<file path="config.mk">
export PLATFORM = sky130hd
export DESIGN_NAME = spi_reg_bank
export DESIGN_NICKNAME = d
export VERILOG_FILES = /design/src/rtl/spi_reg_pkg.sv /design/src/rtl/sync_2ff.sv /design/src/rtl/spi_reg_bank.sv
export SDC_FILE = /design/constraint.sdc
export NUM_CORES = 1
export LEC_CHECK = 0
export BUFFER_PORTS_ARGS = -buffer_cell sky130_fd_sc_hd__buf_2
export CORE_AREA = 2 2 76 78
export DETAILED_ROUTE_END_ITERATION = 12
export DIE_AREA = 0 0 78 80
export PLACE_DENSITY = 0.78
export SETUP_SLACK_MARGIN = 0.4
export SYNTH_ARGS = -nofsm -noshare
export SYNTH_HDL_FRONTEND = slang
export SYNTH_SLANG_ARGS = --single-unit
</file>
<file path="constraint.sdc">
create_clock -name clk -period 2.3 [get_ports clk]
set_input_delay 0.23 -clock clk [delete_from_list [all_inputs] [get_ports clk]]
set_output_delay 0.23 -clock clk [all_outputs]
set_load 0.005 [all_outputs]
</file>
<file path="src/rtl/spi_reg_pkg.sv">
// Shared constants, register-file layout and FSM encoding for the SPI register bank.
// No logic here; latency and backpressure are properties of the users.
package spi_reg_pkg;

  localparam int unsigned FRAME_BITS = 16;
  localparam int unsigned NUM_REGS   = 5;
  localparam int unsigned CNT_MAX    = FRAME_BITS + 1;

  localparam logic [6:0] ADDR_OUT_LO = 7'h00;
  localparam logic [6:0] ADDR_OUT_HI = 7'h01;
  localparam logic [6:0] ADDR_PWM_LO = 7'h02;
  localparam logic [6:0] ADDR_PWM_HI = 7'h03;
  localparam logic [6:0] ADDR_DUTY   = 7'h04;

  typedef enum logic [1:0] {
    ST_IDLE   = 2'd0,
    ST_SHIFT  = 2'd1,
    ST_COMMIT = 2'd2
  } spi_state_t;

  typedef struct packed {
    logic [7:0] en_reg_out_7_0;
    logic [7:0] en_reg_out_15_8;
    logic [7:0] en_reg_pwm_7_0;
    logic [7:0] en_reg_pwm_15_8;
    logic [7:0] pwm_duty_cycle;
  } regfile_t;

  // Unmapped addresses read back as register 0x00.
  function automatic logic [7:0] reg_read(input regfile_t rf, input logic [6:0] addr);
    case (addr)
      ADDR_OUT_HI: reg_read = rf.en_reg_out_15_8;
      ADDR_PWM_LO: reg_read = rf.en_reg_pwm_7_0;
      ADDR_PWM_HI: reg_read = rf.en_reg_pwm_15_8;
      ADDR_DUTY:   reg_read = rf.pwm_duty_cycle;
      default:     reg_read = rf.en_reg_out_7_0;
    endcase
  endfunction

endpackage

</file>
<file path="src/rtl/sync_2ff.sv">
// Two-flop synchroniser for one asynchronous pin into clk; 2 cycles latency.
// No backpressure; resets low so a pin held low at reset release produces no edge.
module sync_2ff (
  input  logic clk,
  input  logic rst_n,
  input  logic d,
  output logic q
);

  logic meta;

  always_ff @(posedge clk or negedge rst_n) begin
    if (!rst_n) begin
      meta <= 1'b0;
      q    <= 1'b0;
    end else begin
      meta <= d;
      q    <= meta;
    end
  end

endmodule

</file>
<file path="src/rtl/spi_reg_bank.sv">
// SPI mode-0 slave writing a 5-byte register file; updates land one cycle after detected ncs rise.
// No backpressure (host paced); optional readback on cipo when SPI_READBACK_EN is defined.
module spi_reg_bank
  import spi_reg_pkg::*;
(
  input  logic       clk,
  input  logic       rst_n,
  input  logic       sclk,
  input  logic       copi,
  input  logic       ncs,
  output logic       cipo,
  output logic       cipo_oe,
  output logic [7:0] en_reg_out_7_0,
  output logic [7:0] en_reg_out_15_8,
  output logic [7:0] en_reg_pwm_7_0,
  output logic [7:0] en_reg_pwm_15_8,
  output logic [7:0] pwm_duty_cycle,
  output logic       wr_strobe,
  output logic       frame_err
);

  logic sclk_s, copi_s, ncs_s;
  logic sclk_q, ncs_q;

  sync_2ff u_sync_sclk (.clk(clk), .rst_n(rst_n), .d(sclk), .q(sclk_s));
  sync_2ff u_sync_copi (.clk(clk), .rst_n(rst_n), .d(copi), .q(copi_s));
  sync_2ff u_sync_ncs  (.clk(clk), .rst_n(rst_n), .d(ncs),  .q(ncs_s));

  always_ff @(posedge clk or negedge rst_n) begin
    if (!rst_n) begin
      sclk_q <= 1'b0;
      ncs_q  <= 1'b0;
    end else begin
      sclk_q <= sclk_s;
      ncs_q  <= ncs_s;
    end
  end

  logic sclk_rise, sclk_fall, ncs_fall, ncs_rise;
  assign sclk_rise = sclk_s & ~sclk_q;
  assign sclk_fall = ~sclk_s & sclk_q;
  assign ncs_fall  = ncs_q & ~ncs_s;
  assign ncs_rise  = ~ncs_q & ncs_s;

  spi_state_t  state;
  logic [15:0] shreg;
  logic [4:0]  cnt;
  regfile_t    regs;

  logic       frm_wr;
  logic [6:0] frm_addr;
  logic [7:0] frm_dat;
  assign frm_wr   = shreg[15];
  assign frm_addr = shreg[14:8];
  assign frm_dat  = shreg[7:0];

  always_ff @(posedge clk or negedge rst_n) begin
    if (!rst_n) begin
      state     <= ST_IDLE;
      shreg     <= '0;
      cnt       <= '0;
      regs      <= '0;
      wr_strobe <= 1'b0;
      frame_err <= 1'b0;
    end else begin
      wr_strobe <= 1'b0;
      frame_err <= 1'b0;
      case (state)
        ST_IDLE: begin
          if (ncs_fall) begin
            state <= ST_SHIFT;
            shreg <= '0;
            cnt   <= '0;
          end
        end
        ST_SHIFT: begin
          // ncs rise wins over a coincident sclk rise; that edge is dropped.
          if (ncs_rise) begin
            state <= ST_COMMIT;
          end else if (sclk_rise) begin
            shreg <= {shreg[14:0], copi_s};
            if (cnt != 5'(CNT_MAX)) cnt <= cnt + 5'd1;
          end
        end
        ST_COMMIT: begin
          state <= ST_IDLE;
          if (cnt == 5'(FRAME_BITS)) begin
            if (frm_wr && (frm_addr < 7'(NUM_REGS))) begin
              wr_strobe <= 1'b1;
              case (frm_addr)
                ADDR_OUT_LO: regs.en_reg_out_7_0  <= frm_dat;
                ADDR_OUT_HI: regs.en_reg_out_15_8 <= frm_dat;
                ADDR_PWM_LO: regs.en_reg_pwm_7_0  <= frm_dat;
                ADDR_PWM_HI: regs.en_reg_pwm_15_8 <= frm_dat;
                default:     regs.pwm_duty_cycle  <= frm_dat;
              endcase
            end
          end else if (cnt != 5'd0) begin
            frame_err <= 1'b1;
          end
        end
        default: state <= ST_IDLE;
      endcase
    end
  end

  assign en_reg_out_7_0  = regs.en_reg_out_7_0;
  assign en_reg_out_15_8 = regs.en_reg_out_15_8;
  assign en_reg_pwm_7_0  = regs.en_reg_pwm_7_0;
  assign en_reg_pwm_15_8 = regs.en_reg_pwm_15_8;
  assign pwm_duty_cycle  = regs.pwm_duty_cycle;

`ifdef SPI_READBACK_EN
  logic [7:0] tx_sh;
  logic       shift_go;
  assign shift_go = (state == ST_SHIFT) && !ncs_rise;

  // shreg holds 7 bits before the 8th rise: [6] is R/W, [5:0] plus copi_s form the address.
  always_ff @(posedge clk or negedge rst_n) begin
    if (!rst_n) begin
      tx_sh   <= '0;
      cipo    <= 1'b0;
      cipo_oe <= 1'b0;
    end else begin
      cipo_oe <= (state == ST_SHIFT) || (state == ST_IDLE && ncs_fall);
      if (state != ST_SHIFT) begin
        cipo <= 1'b0;
      end else if (shift_go && sclk_rise && cnt == 5'd7) begin
        tx_sh <= shreg[6] ? 8'h00 : reg_read(regs, {shreg[5:0], copi_s});
      end else if (shift_go && sclk_fall && cnt >= 5'd9 && cnt <= 5'd16) begin
        cipo  <= tx_sh[7];
        tx_sh <= {tx_sh[6:0], 1'b0};
      end
    end
  end
`else
  assign cipo    = 1'b0;
  assign cipo_oe = 1'b0;
`endif

endmodule

</file>
==> results.txt <==
Outcome = complete, no violations
Share of layout cells above drive strength 1 = 0.483
Yosys top cell by area = dfrtp_1
Worst hold start = u_sync_ncs.meta$_DFF_PN0_
#FFs+latches synth = 73
CTS root buf = clkbuf_8
Worst hold path depth = 0
Critical Path End Type = flip-flop
# rows = 27
TritonCTS Buffers = 9
Diode count = 0
Max Cap Violations = 0
Final critical-path share of the clock period = 0.914
Mapped Area = 2870 µm²
Post-route ant nets = 0
CTS H-tree lvls = 3
Post-DP HPWL = 3510 µm
VDD IR max = 0.000500 V
Post-route minimum period = 2100 ps
TritonCTS clock tree = done
CP Max Fanout = 8
WL final = 5980 µm
Flop-to-flop setup slack = 200 ps
Register area share after synthesis = 0.636
Worst path slowest cell = or4b_4
CP Launch Type = flip-flop
Unrepaired setup endpoints after global routing = yes
Antenna violations before repair = 0
CP Class = flip-flop to flip-flop
Post-Syn Instances = 193
Fillers = 378
Tightest Hold Check Type = flip-flop to flip-flop
Syn. warnings = 0
First-pass detailed-route iteration total = 4
Hold path endpoint = u_sync_ncs.q$_DFF_PN0_
R2R cell count = 7
Avg Inst Size Synth = 14.9 µm²
Worst Path Required = 2520 ps
Achievable frequency = 0.476 GHz
Final Cell Area = 3690 µm²
Core Area = 5410 µm²
Area Overhead vs Synth = 28.4%
Gp weighted congestion = 0.795
Max clock buf depth = 2
Synth area leaders = dfrtp_1, mux2_1, mux2_2
# DRC = 0
Wirelength per Cell = 17.6 µm
Setup violations, final = 0
First-pass GRT wire length = 9080 µm
Io pins = 49
Grt ovf = 0
Critical Path Max Stage Delay = 550 ps
Die W = 78 µm
Sum of negative setup slack = 0 ps
Number of global-route vias before repair = 1789
Die area = 6240 µm²
R2R Path Start = cnt[1]$_DFFE_PN0P_
Tot GR Track Use = 0.194
Power per standard cell area = 747 nW/µm²
Die height = 80 µm
Final count of pins violating max slew = 0
CP cell instances = inv_2 > ha_4 > nor3b_4 > nand3_2 > or4b_4 > buf_12 > mux2_1
DR vias/cell = 5.48
Starting DRT DRC Count = 109
Crit path arrival time = 2320 ps
DR vias = 1859
Yosys top cell area share = 0.636
Clock sink count = 73
LEAKAGE = 0.00198 µW
Port Buffer Count = 46
Nets = 270
Clock transition at path regs = 80 ps
Post-Route Skew = 13.2 ps
Fin worst setup slack = 199 ps
Hold WS = 351 ps
Hold Fails Final Rpt = 0
Clk_lat worst skew = 340 ps
Placed inst area = 3230 µm²
Largest net degree at the start of global routing = 74
Initial core utilization = 0.531
Worst slack, placed = 60.6 ps
Library cells used by synthesis = 35
Reg2reg end = pwm_duty_cycle[3]$_DFFE_PN0P_
metal layers:
| metal | global-route usage | up-vias | wire (µm) |
|---|---|---|---|
| met2 | 0.299 | 61 | 2950 |
| li1 | - | 841 | - |
| met3 | 0.0509 | 2 | 346 |
| met5 | 0 | - | 0 |
| met1 | 0.262 | 955 | 2670 |
| met4 | 0.0825 | 0 | 21 |
area by class of cell:
type / count / area, µm² / area share
Timing Repair Buffer: 67 / 434 / 0.118
Inverter: 4 / 15.0 / 0.00407
Clock buffer: 10 / 138 / 0.0373
Multi-Input combinational cell: 107 / 1090 / 0.297
Sequential cell: 73 / 1830 / 0.495
Clock inverter: 6 / 90.1 / 0.0244
Tap cell: 72 / 90.1 / 0.0244
registers in the layout, summed over array words and instances (netlist names), 2 cells and up:
signal / count
pwm_duty_cycle: 8
state: 2
en_reg_out_15_8: 8
cnt: 5
en_reg_pwm_7_0: 8
en_reg_out_7_0: 8
en_reg_pwm_15_8: 8
shreg: 16
power by group:
| part | internal (µW) | switching, µW |
|---|---|---|
| Clock | 644 | 475 |
| Combinational | 144 | 143 |
| Sequential | 1310 | 33.0 |
| Total | 2100 | 651 |
per-stage QoR:
| step | util | power [µW] | cells |
|---|---|---|---|
| final | 0.682 | 2750 | 339 |
| after global routing | 0.682 | 2850 | 339 |
| after CTS | 0.662 | 2700 | 335 |
| after detailed placement | 0.598 | 1530 | 312 |
| after global placement | 0.598 | 1530 | 312 |
| after floorplan | - | 1460 | 194 |
kinds of logic (layout without fill, tap and decap cells):
| group | after synthesis | count (layout) | synth area share |
|---|---|---|---|
| other cells | 1 | 2 | 0.00131 |
| mux | 41 | 41 | 0.171 |
| buf+inv | 14 | 87 | 0.0235 |
| fa+ha+maj | 3 | 3 | 0.0131 |
| compound gates | 28 | 28 | 0.0753 |
| simple gates | 33 | 33 | 0.0801 |
| flops | 73 | 73 | 0.636 |
what timing repair did:
item	4_1_cts	5_1_grt
endpoints found under the setup margin	32	44
gates resized for setup	14	19
hold buffers	4	0
pin swaps	2	3
buffers inserted	3	4
endpoints found under the hold margin	76	0
how the worst max path moves through the flow:
stage	startpoint	endpoint	slack (ps)	depth (start not counted)
global placement	cnt[0]$_DFFE_PN0P_	en_reg_out_15_8[6]$_DFFE_PN0P_	150	6
detailed placement	cnt[0]$_DFFE_PN0P_	en_reg_out_15_8[3]$_DFFE_PN0P_	60	6
finish	cnt[1]$_DFFE_PN0P_	pwm_duty_cycle[3]$_DFFE_PN0P_	200	7
global route	cnt[1]$_DFFE_PN0P_	pwm_duty_cycle[7]$_DFFE_PN0P_	130	7
floorplan	cnt[0]$_DFFE_PN0P_	en_reg_out_15_8[0]$_DFFE_PN0P_	330	7
CTS	cnt[0]$_DFFE_PN0P_	en_reg_out_15_8[5]$_DFFE_PN0P_	270	6
critical path: cells and delay by family, from the launching register on:
kind,cells,cell delay (ps)
fa+ha+maj,1,130
buf+inv,2,260
flops,1,400
mux,1,300
simple gates,3,900
layout by cell type, fill, tap and decap left out, types with 2 or more instances in the layout:
cell type / n
a22o_1: 16
buf_12: 2
buf_2: 46
inv_2: 2
buf_6: 3
mux2_1: 2
or4b_4: 3
mux2_4: 22
bufinv_16: 2
conb_1: 2
nand3_1: 2
o21ai_0: 6
dlygate4sd3_1: 4
nand2b_1: 4
buf_4: 12
inv_1: 2
nand4_1: 2
ha_1: 2
clkbuf_8: 10
nor2b_1: 2
and4_1: 2
nor2_1: 7
mux2_2: 16
dfrtp_1: 73
cell usage after synthesis:
| master | instances |
|---|---|
| mux2_2 | 16 |
| mux2i_1 | 1 |
| nor3b_1 | 1 |
| mux2_1 | 16 |
| clkbuf_1 | 4 |
| or4b_1 | 4 |
| nand2b_1 | 4 |
| nor4b_2 | 1 |
| conb_1 | 1 |
| inv_1 | 4 |
| or4_1 | 1 |
| and4bb_1 | 1 |
| a31oi_1 | 1 |
| dfrtp_1 | 73 |
| nor2b_1 | 2 |
| ha_1 | 3 |
| nand3_1 | 3 |
| o41ai_1 | 1 |
| nand4_1 | 2 |
| buf_4 | 3 |
| mux2_4 | 8 |
| nor3_1 | 1 |
| o31a_1 | 1 |
| nand3b_1 | 1 |
| a32o_1 | 1 |
| and4_1 | 2 |
| nor3b_2 | 1 |
| a21oi_1 | 1 |
| buf_2 | 3 |
| nor2_1 | 7 |
| nand2_1 | 1 |
| a22o_1 | 16 |
| o21ai_0 | 6 |
| o31ai_1 | 1 |
| nor3_2 | 1 |
Note: power is estimated with default switching activity, not from simulation.
